==> src/rtl/fir_sample_ring_if.sv <==
// Bundle of the sample-ring data and status signals. The master drives
// samples and the flush request; the slave (the ring) presents the window
// and its status.
// The optional FIR_SAMPLE_RING_OVERRUN_CNT_EN macro adds overrun_cnt_out.
interface fir_sample_ring_if;
  logic signed [15:0] audio_in;
  logic               audio_valid_in;
  logic               flush_in;
  logic signed [15:0] sample_out [64];
  logic [5:0]         offset_out;
  logic               ready_out;
  logic               busy_out;
  logic               overrun_out;
`ifdef FIR_SAMPLE_RING_OVERRUN_CNT_EN
  logic [15:0]        overrun_cnt_out;
`endif

  modport master (
    output audio_in, audio_valid_in, flush_in,
    input  sample_out, offset_out, ready_out, busy_out, overrun_out
`ifdef FIR_SAMPLE_RING_OVERRUN_CNT_EN
    , input overrun_cnt_out
`endif
  );

  modport slave (
    input  audio_in, audio_valid_in, flush_in,
    output sample_out, offset_out, ready_out, busy_out, overrun_out
`ifdef FIR_SAMPLE_RING_OVERRUN_CNT_EN
    , output overrun_cnt_out
`endif
  );
endinterface

==> src/rtl/fir_sample_ring.sv <==
// 64-entry circular sample window feeding the 63-tap FIR. Each accepted
// sample is written at wptr and announced with a one-cycle ready_out pulse
// in the same cycle the updated window and offset become visible. A gap
// counter flags starts that arrive before the FIR can finish the previous
// accumulation.
// Optional: define FIR_SAMPLE_RING_OVERRUN_CNT_EN for a saturating count
// of overrun accepts on overrun_cnt_out.
//
// state   | meaning
// S_FLUSH | zeroing one entry per cycle; inputs ignored; busy_out = 1
// S_RUN   | accepting samples, issuing FIR start pulses
module fir_sample_ring #(
  parameter int DEPTH    = 64,
  parameter int MIN_GAP  = 65,
  parameter int DECIMATE = 1
) (
  input logic              clk_in,
  input logic              rst_in,
  fir_sample_ring_if.slave bus
);

  localparam int PTR_W = $clog2(DEPTH);
  localparam int GAP_W = $clog2(MIN_GAP + 1);
  localparam int DEC_W = 4;

  typedef enum logic {S_FLUSH, S_RUN} state_t;

  state_t             state_q, state_d;
  logic [PTR_W-1:0]   flush_idx_q, flush_idx_d;
  logic [PTR_W-1:0]   wptr_q, wptr_d;
  logic [PTR_W-1:0]   offset_q, offset_d;
  logic               ready_q, ready_d;
  logic               overrun_q, overrun_d;
  logic [GAP_W-1:0]   gap_q, gap_d;
  logic [DEC_W-1:0]   dec_q, dec_d;
  logic [15:0]        ovr_cnt_q, ovr_cnt_d;
  logic signed [15:0] mem_q [DEPTH];

  logic               we;
  logic [PTR_W-1:0]   waddr;
  logic signed [15:0] wdata;

  // Next-state, write port and status logic for both states.
  always_comb begin
    state_d     = state_q;
    flush_idx_d = flush_idx_q;
    wptr_d      = wptr_q;
    offset_d    = offset_q;
    ready_d     = 1'b0;
    overrun_d   = overrun_q;
    gap_d       = (gap_q == GAP_W'(MIN_GAP)) ? gap_q : gap_q + GAP_W'(1);
    dec_d       = dec_q;
    ovr_cnt_d   = ovr_cnt_q;
    we          = 1'b0;
    waddr       = wptr_q;
    wdata       = bus.audio_in;

    case (state_q)
      S_FLUSH: begin
        we          = 1'b1;
        waddr       = flush_idx_q;
        wdata       = '0;
        flush_idx_d = flush_idx_q + PTR_W'(1);
        if (flush_idx_q == PTR_W'(DEPTH - 1)) begin
          state_d  = S_RUN;
          wptr_d   = '0;
          offset_d = PTR_W'(DEPTH - 1);
        end
      end
      S_RUN: begin
        if (bus.flush_in) begin
          // Flush wins over a coincident sample, which is dropped.
          state_d     = S_FLUSH;
          flush_idx_d = '0;
          overrun_d   = 1'b0;
          dec_d       = '0;
          ovr_cnt_d   = '0;
        end else if (bus.audio_valid_in) begin
          dec_d = (dec_q == DEC_W'(DECIMATE - 1)) ? '0 : dec_q + DEC_W'(1);
          if (dec_q == '0) begin
            we       = 1'b1;
            offset_d = wptr_q;
            wptr_d   = wptr_q + PTR_W'(1);
            ready_d  = 1'b1;
            gap_d    = GAP_W'(1);
            // The FIR is restarted regardless; the early start is only flagged.
            if (gap_q < GAP_W'(MIN_GAP)) begin
              overrun_d = 1'b1;
              if (ovr_cnt_q != 16'hFFFF) ovr_cnt_d = ovr_cnt_q + 16'd1;
            end
          end
        end
      end
      default: state_d = S_FLUSH;
    endcase
  end

  // Control registers with synchronous reset; reset restarts the flush.
  always_ff @(posedge clk_in) begin
    if (rst_in) begin
      state_q     <= S_FLUSH;
      flush_idx_q <= '0;
      wptr_q      <= '0;
      offset_q    <= '0;
      ready_q     <= 1'b0;
      overrun_q   <= 1'b0;
      gap_q       <= GAP_W'(MIN_GAP);
      dec_q       <= '0;
      ovr_cnt_q   <= '0;
    end else begin
      state_q     <= state_d;
      flush_idx_q <= flush_idx_d;
      wptr_q      <= wptr_d;
      offset_q    <= offset_d;
      ready_q     <= ready_d;
      overrun_q   <= overrun_d;
      gap_q       <= gap_d;
      dec_q       <= dec_d;
      ovr_cnt_q   <= ovr_cnt_d;
    end
  end

  // Window storage; not reset, the flush sequence clears it.
  always_ff @(posedge clk_in) begin
    if (we && !rst_in) mem_q[waddr] <= wdata;
  end

  assign bus.sample_out  = mem_q;
  assign bus.offset_out  = offset_q;
  assign bus.ready_out   = ready_q;
  assign bus.busy_out    = (state_q == S_FLUSH);
  assign bus.overrun_out = overrun_q;
`ifdef FIR_SAMPLE_RING_OVERRUN_CNT_EN
  assign bus.overrun_cnt_out = ovr_cnt_q;
`endif

endmodule

==> src/flat_wrapper.sv <==
// flat-port wrapper written by rule: the top's interface ports become plain ports
module fir_sample_ring_flat 
#(
  parameter int DEPTH    = 64,
  parameter int MIN_GAP  = 65,
  parameter int DECIMATE = 1
)
  (clk_in, rst_in, bus_audio_in, bus_audio_valid_in, bus_flush_in, bus_sample_out, bus_offset_out, bus_ready_out, bus_busy_out, bus_overrun_out);
  fir_sample_ring_if bus_i ();
  input logic clk_in;
  input logic rst_in;
  input wire logic [$bits(bus_i.audio_in)-1:0] bus_audio_in;
  input wire logic [$bits(bus_i.audio_valid_in)-1:0] bus_audio_valid_in;
  input wire logic [$bits(bus_i.flush_in)-1:0] bus_flush_in;
  output wire logic [$bits(bus_i.sample_out)-1:0] bus_sample_out;
  output wire logic [$bits(bus_i.offset_out)-1:0] bus_offset_out;
  output wire logic [$bits(bus_i.ready_out)-1:0] bus_ready_out;
  output wire logic [$bits(bus_i.busy_out)-1:0] bus_busy_out;
  output wire logic [$bits(bus_i.overrun_out)-1:0] bus_overrun_out;
  assign bus_i.audio_in = bus_audio_in;
  assign bus_i.audio_valid_in = bus_audio_valid_in;
  assign bus_i.flush_in = bus_flush_in;
  assign bus_sample_out = {>>{bus_i.sample_out}};
  assign bus_offset_out = bus_i.offset_out;
  assign bus_ready_out = bus_i.ready_out;
  assign bus_busy_out = bus_i.busy_out;
  assign bus_overrun_out = bus_i.overrun_out;
  fir_sample_ring #(.DEPTH(DEPTH), .MIN_GAP(MIN_GAP), .DECIMATE(DECIMATE)) u_core (.clk_in(clk_in), .rst_in(rst_in), .bus(bus_i));
endmodule
==> config.mk <==
export PLATFORM = sky130hd
export DESIGN_NAME = fir_sample_ring_flat
export DESIGN_NICKNAME = d
export VERILOG_FILES = /design/src/rtl/fir_sample_ring_if.sv /design/src/rtl/fir_sample_ring.sv /design/src/flat_wrapper.sv
export SDC_FILE = /design/constraint.sdc
export NUM_CORES = 1
export LEC_CHECK = 0
export BUFFER_PORTS_ARGS = -buffer_cell sky130_fd_sc_hd__buf_2
export CORE_AREA = 2 2 411 413
export CTS_CLUSTER_DIAMETER = 40
export DETAILED_ROUTE_END_ITERATION = 8
export DIE_AREA = 0 0 413 415
export PLACE_DENSITY_LB_ADDON = 0.1
export SLEW_MARGIN = 10
export SYNTH_ARGS = -nofsm -noshare
export SYNTH_HDL_FRONTEND = slang
export SYNTH_SLANG_ARGS = --single-unit
==> constraint.sdc <==
create_clock -name clk_in -period 4.35 [get_ports clk_in]
set_clock_uncertainty 0.05 [all_clocks]
set_input_delay 0.87 -clock clk_in [delete_from_list [all_inputs] [get_ports clk_in]]
set_output_delay 0.87 -clock clk_in [all_outputs]
set_load 0.03 [all_outputs]
Word level (Yosys, flattened, before mapping):

Cells that the tools add are included.
Widths: inputs -> output; s select.

* register bits after elaboration: 1056
* input bits: 20
* output and inout port bits: 1033
* logic and storage cells: 135

* add/sub/neg operators: 4
* magnitude comparators: 3
* equality and inequality tests: 7
* multiplexer cells: 36
* bitwise gates (word level): 2
* reductions and logical operators: 11

Operators with widths (count)
* $bwmux 1024: 1
* $demux 16 s6: 1
* $mux 6: 10
* $pmux 6 s2: 3
* $mux 7: 5
* $mux 16: 2
* $add 6x1->6 const B: 2
* $mux 4: 3
* $mux 1: 9
* $ne 2x2->1 const B: 4
* $reduce_and 4->1: 2
* $add 7x1->7 const B: 1
* $eq 7x7->1 const B: 1
* $ge 7x7->1 const B: 1
* $lt 7x1->1 const B: 1
* $lt 7x7->1 const B: 1
* $not 6->7: 1
* $eq 6x6->1 const B: 1
* $reduce_bool 2->1: 3
* $add 4x1->4 const B: 1
* $logic_not 4->1: 1
* $pmux 1 s2: 2
* $logic_and 1x1->1: 2
* $ne 2x1->1 const B: 1
* other kinds (4): 4

Longest topological paths before layout:

Gate-level depths: netlist (run 1).

* depth in word-level cells: 7
* depth in mapped cells: 7
* gate-level depth less buffers: 5

Worst setup path before layout (run 1):

OpenSTA, ideal clock, no wires.

* path type: input to register
* start point: in bus_flush_in
* end point: reg u_core.mem_q (netlist bit u_core.bus.sample_out[912]) (enable)
* setup time: 430 ps
* data arrival time: 3473 ps
* required time: 3870 ps
* path slack: 397 ps
* cell stages on the path: 5
* path buffers: 2
* path through: clkbuf_1 > nor4b_2 > o22ai_1 > buf_2 > nor4_1

* longest elaborated chain between the ends: 3

RTL lines
* start: declaration: RTL line flat_wrapper.sv:14 `input wire logic [$bits(bus_i.flush_in)-1:0] bus_flush_in;`
* $mux 1: RTL line fir_sample_ring.sv:71 `if (bus.flush_in) begin`
* $pmux 1 s2: RTL line fir_sample_ring.sv:58 `case (state_q)`
* $logic_and 1x1->1: RTL line fir_sample_ring.sv:125 `if (we && !rst_in) mem_q[waddr] <= wdata;`
* end signal: indexed assignment: RTL line fir_sample_ring.sv:125
* end: declaration: RTL line fir_sample_ring.sv:37 `logic signed [15:0] mem_q [DEPTH];`

No other way between the ends.
A chain may end at the register's enable or synchronous reset.

Final worst setup path (run 1):

* start point: reg u_core.state_q
* end point: reg u_core.mem_q (netlist bit u_core.bus.sample_out[516]) (enable)

* longest elaborated chain between the ends: 3

RTL lines
* start: declaration: RTL line fir_sample_ring.sv:28 `state_t state_q, state_d;`
* start signal: assignment: RTL line fir_sample_ring.sv:111 `state_q <= state_d;`
* $not 1->1 (no source line)
* $pmux 1 s2 *: RTL line fir_sample_ring.sv:58
* $logic_and 1x1->1 *: RTL line fir_sample_ring.sv:125

Every way passes the cells marked *; elsewhere a longest branch is shown, timed or not.

==> results of run 1 <==
## layer usage
layer	share of wire, %	wire, um
met1	37	56100
met4	2.6	3860
met3	9.7	14500
met5	0.025	38
met2	50	75600
## cells by family (layout without fill, tap and decap cells)
group                    Yosys count  in the layout  share of synthesized area (%)
AND/OR/NAND/NOR                  154            154                           2.69
other                              0              4                              0
AO/OA/AOI/OAI                     66             66                           1.40
buffers and inverters             46           1502                          0.556
multiplexers                       4              4                          0.125
XOR/XNOR                           3              3                         0.0795
flip-flops                      1056           1056                           94.9
adder cells (fa/ha/maj)            6              6                          0.227
## registers in the layout, indices dropped and copies added, names as in the netlist
name / count
u_core.bus.ready_out: 1
u_core.bus.sample_out: 1024
u_core.bus.offset_out: 6
u_core.state_q: 1
u_core.wptr_q: 6
u_core.gap_q: 7
u_core.flush_idx_q: 6
u_core.bus.overrun_out: 1
u_core.dec_q: 4
## power by group
group	switching, mW	total (mW)	internal, mW
Sequential	0.0272	11.1	11.0
Clock	5.29	14.6	9.32
Combinational	0.216	0.296	0.0795
Total	5.54	26.0	20.4
## cell usage in the layout, fill, tap and decap left out, types with 8 or more instances in the layout
cell / count
clkinv_4: 17
a21oi_1: 15
nor3_2: 26
inv_1: 14
nand2_1: 8
and2_4: 16
o21ai_0: 9
nor3_1: 8
inv_8: 11
clkinv_2: 22
clkbuf_1: 15
bufinv_16: 21
inv_6: 20
dfxtp_1: 31
edfxtp_1: 1024
buf_2: 1052
clkinv_1: 11
buf_12: 17
nor2_1: 15
clkinvlp_4: 14
clkbuf_16: 188
buf_4: 87
nor3_4: 8
nor4_2: 30
## worst min-delay path: stages
cell	delay (ps)
buf_2	150
nand4_1	90
a21oi_1	60
## worst paths after layout
check	startpoint	to	slack (ps)	cells past startpoint
worst max-delay path	u_core.state_q	u_core.bus.sample_out[516]	1030	6
worst min-delay path	bus_audio_valid_in	u_core.dec_q[0]	380	3
worst max register to register	u_core.state_q	u_core.bus.sample_out[516]	1030	6
worst min register to register	u_core.bus.offset_out[4]	u_core.bus.offset_out[4]	390	2
## stage by stage
stage	worst slack, ps	instances	utilization [%]	hold WS, ps
final	1030	4999	29.3	384
after global routing	750	4995	29.3	342
after CTS	856	4995	29.3	286
after detailed placement	716	4664	25.5	389
after global placement	760	4664	25.5	394
after floorplan	397	1335	-	416
## final cells by class
class / instances / area (um2) / area share (%)
clock buffer: 207 / 4820 / 9.85
sequential: 1056 / 31400 / 64.2
multi-input combinational: 233 / 2080 / 4.25
timing repair buffer: 1156 / 6260 / 12.8
inverter: 15 / 56.3 / 0.115
tap: 2204 / 2760 / 5.64
clock inverter: 124 / 1510 / 3.09
antenna: 4 / 10.0 / 0.0205
==> reports/qor.txt, run 1 <==
status: completed
nets: 2671
Initial DRC Count: 1376
IO Port Bufs: 1052
sequence of cells on the critical path: buf_4, nor2b_1, a31oi_4, buf_4, nor4_2, buf_4
Reg clk slew, reported paths: 50 ps
Final Cell Area: 48900 um2
Final min period: 3320 ps
top-count cell post-synth: edfxtp_1
Final HPWL DP: 102000 um
part of the Yosys area used for sequential elements: 94.9%
Max Slew Vio Count: 0
drt via density: 3.88
ys async rst share: 0%
critical path's largest stage delay: 770 ps
Syn Area/Cell: 24.8 um2
grt met3 use: 6.70%
top cell type's share of synthesized area: 93.0%
DR WL/cell: 30.0 um
CP arrival: 3750 ps
met2 Use GR: 29.2%
CTS tree: built
final RePlAce weighted congestion: 0.799
crit path kind: reg -> reg
number of fill cells in the layout: 16600
RSZ-0062 raised after global routing: no
VDD IR max: 0.000364 V
Synth top cells by count: edfxtp_1, nor3_1, nor4_1
CTS Buf Count: 183
Post-CTS Resized: 0
EDFF count, synth: 1024
GR Util met1: 19.2%
Site Rows: 150
overall routing resource usage: 17.0%
cell area after synthesis: 33100 um2
Die X-Extent: 413 um
Critical Path RT: 4780 ps
initial antenna violation count: 22
synthesis warning total: 0
Max-cap violations: 0
placed cell area: 42500 um2
worst hold-check path type: in -> reg
global-route wire length before repair: 194000 um
Tcrit/Tclk final: 76.3%
die area: 171000 um2
Final setup viols: 0
Slew HR: 21.2%
Fmax: 0.301 GHz
die height: 415 um
number of global-route vias before repair: 20400
critical path startpoint category: flip-flop
CP delay by family, top: simple AND/OR/NAND/NOR gates
Power per Cell Area: 531 nW/um2
DR DRC count: 0
Critical-path top delay cell: nor4_2
syn nets: 1361
routed vias: 19400
CTS root buf: clkbuf_16
crit path buf inv count: 3
io pins: 1053
area growth from synthesis to layout: 47.8%
#FFs+latches synth: 1056
Final Hold Viols: 0
main area contributors after synthesis: edfxtp_1, dfxtp_1, nor4_1
main flop type after synthesis: edfxtp_1
H-tree levels: 4
Synth cell types: 58
CORE AREA: 167000 um2
Post-DRT Antenna Nets: 0
drt total wl: 150000 um
CP dominant cell by count: buf_4
clk buf depth: 3
Pwr Total: 26.0 mW
total clock sinks: 1056
worst slew pin tran: 1180 ps
CP max FO: 27
largest area contributor in the netlist: edfxtp_1
Fin Setup TNS: 0 ps
Syn Inst Count: 1335
clk_lat worst skew: 810 ps
Starting Density: 19.8%
Pleak: 18.0 nW
post-CTS setup buffers: 0
gr busiest metal: met2
nature of the critical path endpoint: flip-flop
DRT Pass-1 Iters: 7
GR Overflow Total: 0
share of layout cells above drive strength 1: 55.9%
CTS Hold Bufs: 0
largest net degree at the start of global routing: 41
Note: power is estimated with default switching activity, not from simulation.
==> run 2, diff against run 1 <==
Clock period 4.35 ns to 2.9 ns, I/O delays scaled along.
==> reports/qor.txt, run 2 (synthesized netlist as in run 1, its figures left out) <==
slack of the worst reg-to-reg path: 70 ps (-960 ps)
fin util: 29.8% (+0.49 points)
clk_lat worst skew: 790 ps (-20 ps)
routed vias: 19500 (+0.56%)
critical path's largest stage delay: 760 ps (about the same)
CTS Buf Count: 180 (-1.6%)
RSZ-0062 raised after global routing: no
Reg clk slew, reported paths: 50 ps (about the same)
Post-DRT Antenna Nets: 0 (unchanged)
overall routing resource usage: 16.2% (-0.76 points)
Final min period: 2830 ps (-491 ps)
Max-cap violations: 0 (unchanged)
DR WL/cell: 28.4 um (-5.4%)
sequence of cells on the critical path: inv_1, ha_1, nor4bb_2, buf_4, o221ai_2, buf_12, nor3_4
Initial DRC Count: 1623 (+18%)
clk buf depth: 3 (unchanged)
origin of the critical flop-to-flop path: u_core.dec_q[0]
Critical Path RT: 3250 ps (-1530 ps)
HP Start: bus_flush_in
largest net degree at the start of global routing: 65 (+59%)
Final setup viols: 0 (unchanged)
Power per Cell Area: 791 nW/um2 (+49%)
reg2reg end: u_core.bus.sample_out[297]
CTS root buf: clkbuf_16
CORE AREA: 167000 um2 (unchanged)
share of layout cells above drive strength 1: 56.2% (+0.27 points)
global-route wire length before repair: 188000 um (-3.3%)
Tcrit/Tclk final: 97.5% (+21 points)
Final Hold Viols: 0 (unchanged)
DRT Pass-1 Iters: 5 (-2)
final RePlAce weighted congestion: 0.772 (-3.5%)
Pleak: 18.5 nW (+2.5%)
VDD IR max: 0.000579 V (+59%)
Fin Setup TNS: 0 ps (unchanged)
Pwr Total: 39.3 mW (+51%)
IO Port Bufs: 1052 (unchanged)
R2R cell count: 7 (+1)
initial antenna violation count: 18 (-18%)
H-tree levels: 4 (unchanged)
Post-Place Worst Slack: -347 ps (-1060 ps)
DP Cell Count: 4699 (+0.75%)
critical path startpoint category: flip-flop
CTS tree: built
worst hold-check path type: in -> reg
io pins: 1053 (unchanged)
final std cells w/o fill: 5045 (+0.92%)
Slew HR: 33.2% (+12 points)
crit path buf inv count: 3 (unchanged)
most frequent cells in the layout: buf_2, edfxtp_1, clkbuf_16, buf_4, buf_12
Die X-Extent: 413 um (unchanged)
nature of the critical path endpoint: flip-flop
Site Rows: 150 (unchanged)
CP delay by family, top: simple AND/OR/NAND/NOR gates
Min-Delay Endpoint: u_core.dec_q[2]
CP arrival: 3180 ps (-570 ps)
CP max FO: 16 (-41%)
Critical-path top delay cell: nor3_4
hold depth: 3 (unchanged)
die height: 415 um (unchanged)
post-route worst setup slack: 71.4 ps (-959 ps)
worst slew pin tran: 1000 ps (-175 ps)
die area: 171000 um2 (unchanged)
status: completed
Final Cell Area: 49700 um2 (+1.7%)
drt total wl: 143000 um (-4.5%)
drt via density: 3.87 (-0.36%)
number of flip-flops under the largest register name: 1024 (unchanged)
nets: 2704 (+1.2%)
DR DRC count: 0 (unchanged)
total clock sinks: 1056 (unchanged)
number of global-route vias before repair: 20600 (+0.60%)
tightest hold margin: 135 ps (-249 ps)
Max Slew Vio Count: 0 (unchanged)
crit path kind: reg -> reg
area growth from synthesis to layout: 50.3%
Final HPWL DP: 96800 um (-4.7%)
GR Overflow Total: 0 (unchanged)
commonest non-fill, non-tap cell in the layout: buf_2
Starting Density: 19.8% (unchanged)
placed cell area: 43200 um2 (+1.7%)
Fmax: 0.354 GHz (+17%)
run 2: report_power, final:
group          internal (mW)  switching (mW)
clock                   14.3            7.91
sequential              16.6          0.0352
combinational          0.144           0.351
run 2: worst max path at each step:
| stage | start | endpoint | slack [ps] | cells past startpoint |
|---|---|---|---|---|
| 2_1_floorplan | bus_flush_in | u_core.bus.sample_out[432] | -590 | 4 |
| 3_3_place_gp | bus_audio_valid_in | u_core.bus.sample_out[296] | -210 | 6 |
| 3_5_place_dp | bus_audio_valid_in | u_core.bus.sample_out[296] | -350 | 6 |
| 4_1_cts | u_core.dec_q[0] | u_core.bus.sample_out[429] | 20 | 7 |
| 5_1_grt | u_core.dec_q[0] | u_core.bus.sample_out[297] | 2 | 7 |
| 6_report | u_core.dec_q[0] | u_core.bus.sample_out[297] | 70 | 7 |
run 2: timing repair:
| item | in CTS | in global routing |
|---|---|---|
| gates cloned | 0 | 0 |
| pin swaps | 1 | 1 |
| gates resized for setup | 4 | 0 |
| buffers inserted | 0 | 1 |
| hold endpoints to repair | 0 | 0 |
| hold buffers | 0 | 0 |
| endpoints found under the setup margin | 68 | 16 |
run 2: cell type report:
type                       count  area [um2]
tap                         2204        2760
fill                       16600      117000
timing repair buffer        1192        6820
clock buffer                 201        4630
inverter                      15        56.3
antenna                       10        25.0
sequential                  1056       31400
multi-input combinational    233        2240
clock inverter               134        1780
run 2: worst min-delay path: stages:
cell,delay [ps]
buf_2,130
or3_1,140
a21oi_1,80
run 2: per-layer routing:
metal	up-vias	routed length, um	global-route usage [%]
met4	4	3890	5.27
met1	10100	53600	18.2
li1	8219	-	-
met5	-	28	0
met2	980	72700	28.2
met3	208	13100	6.17
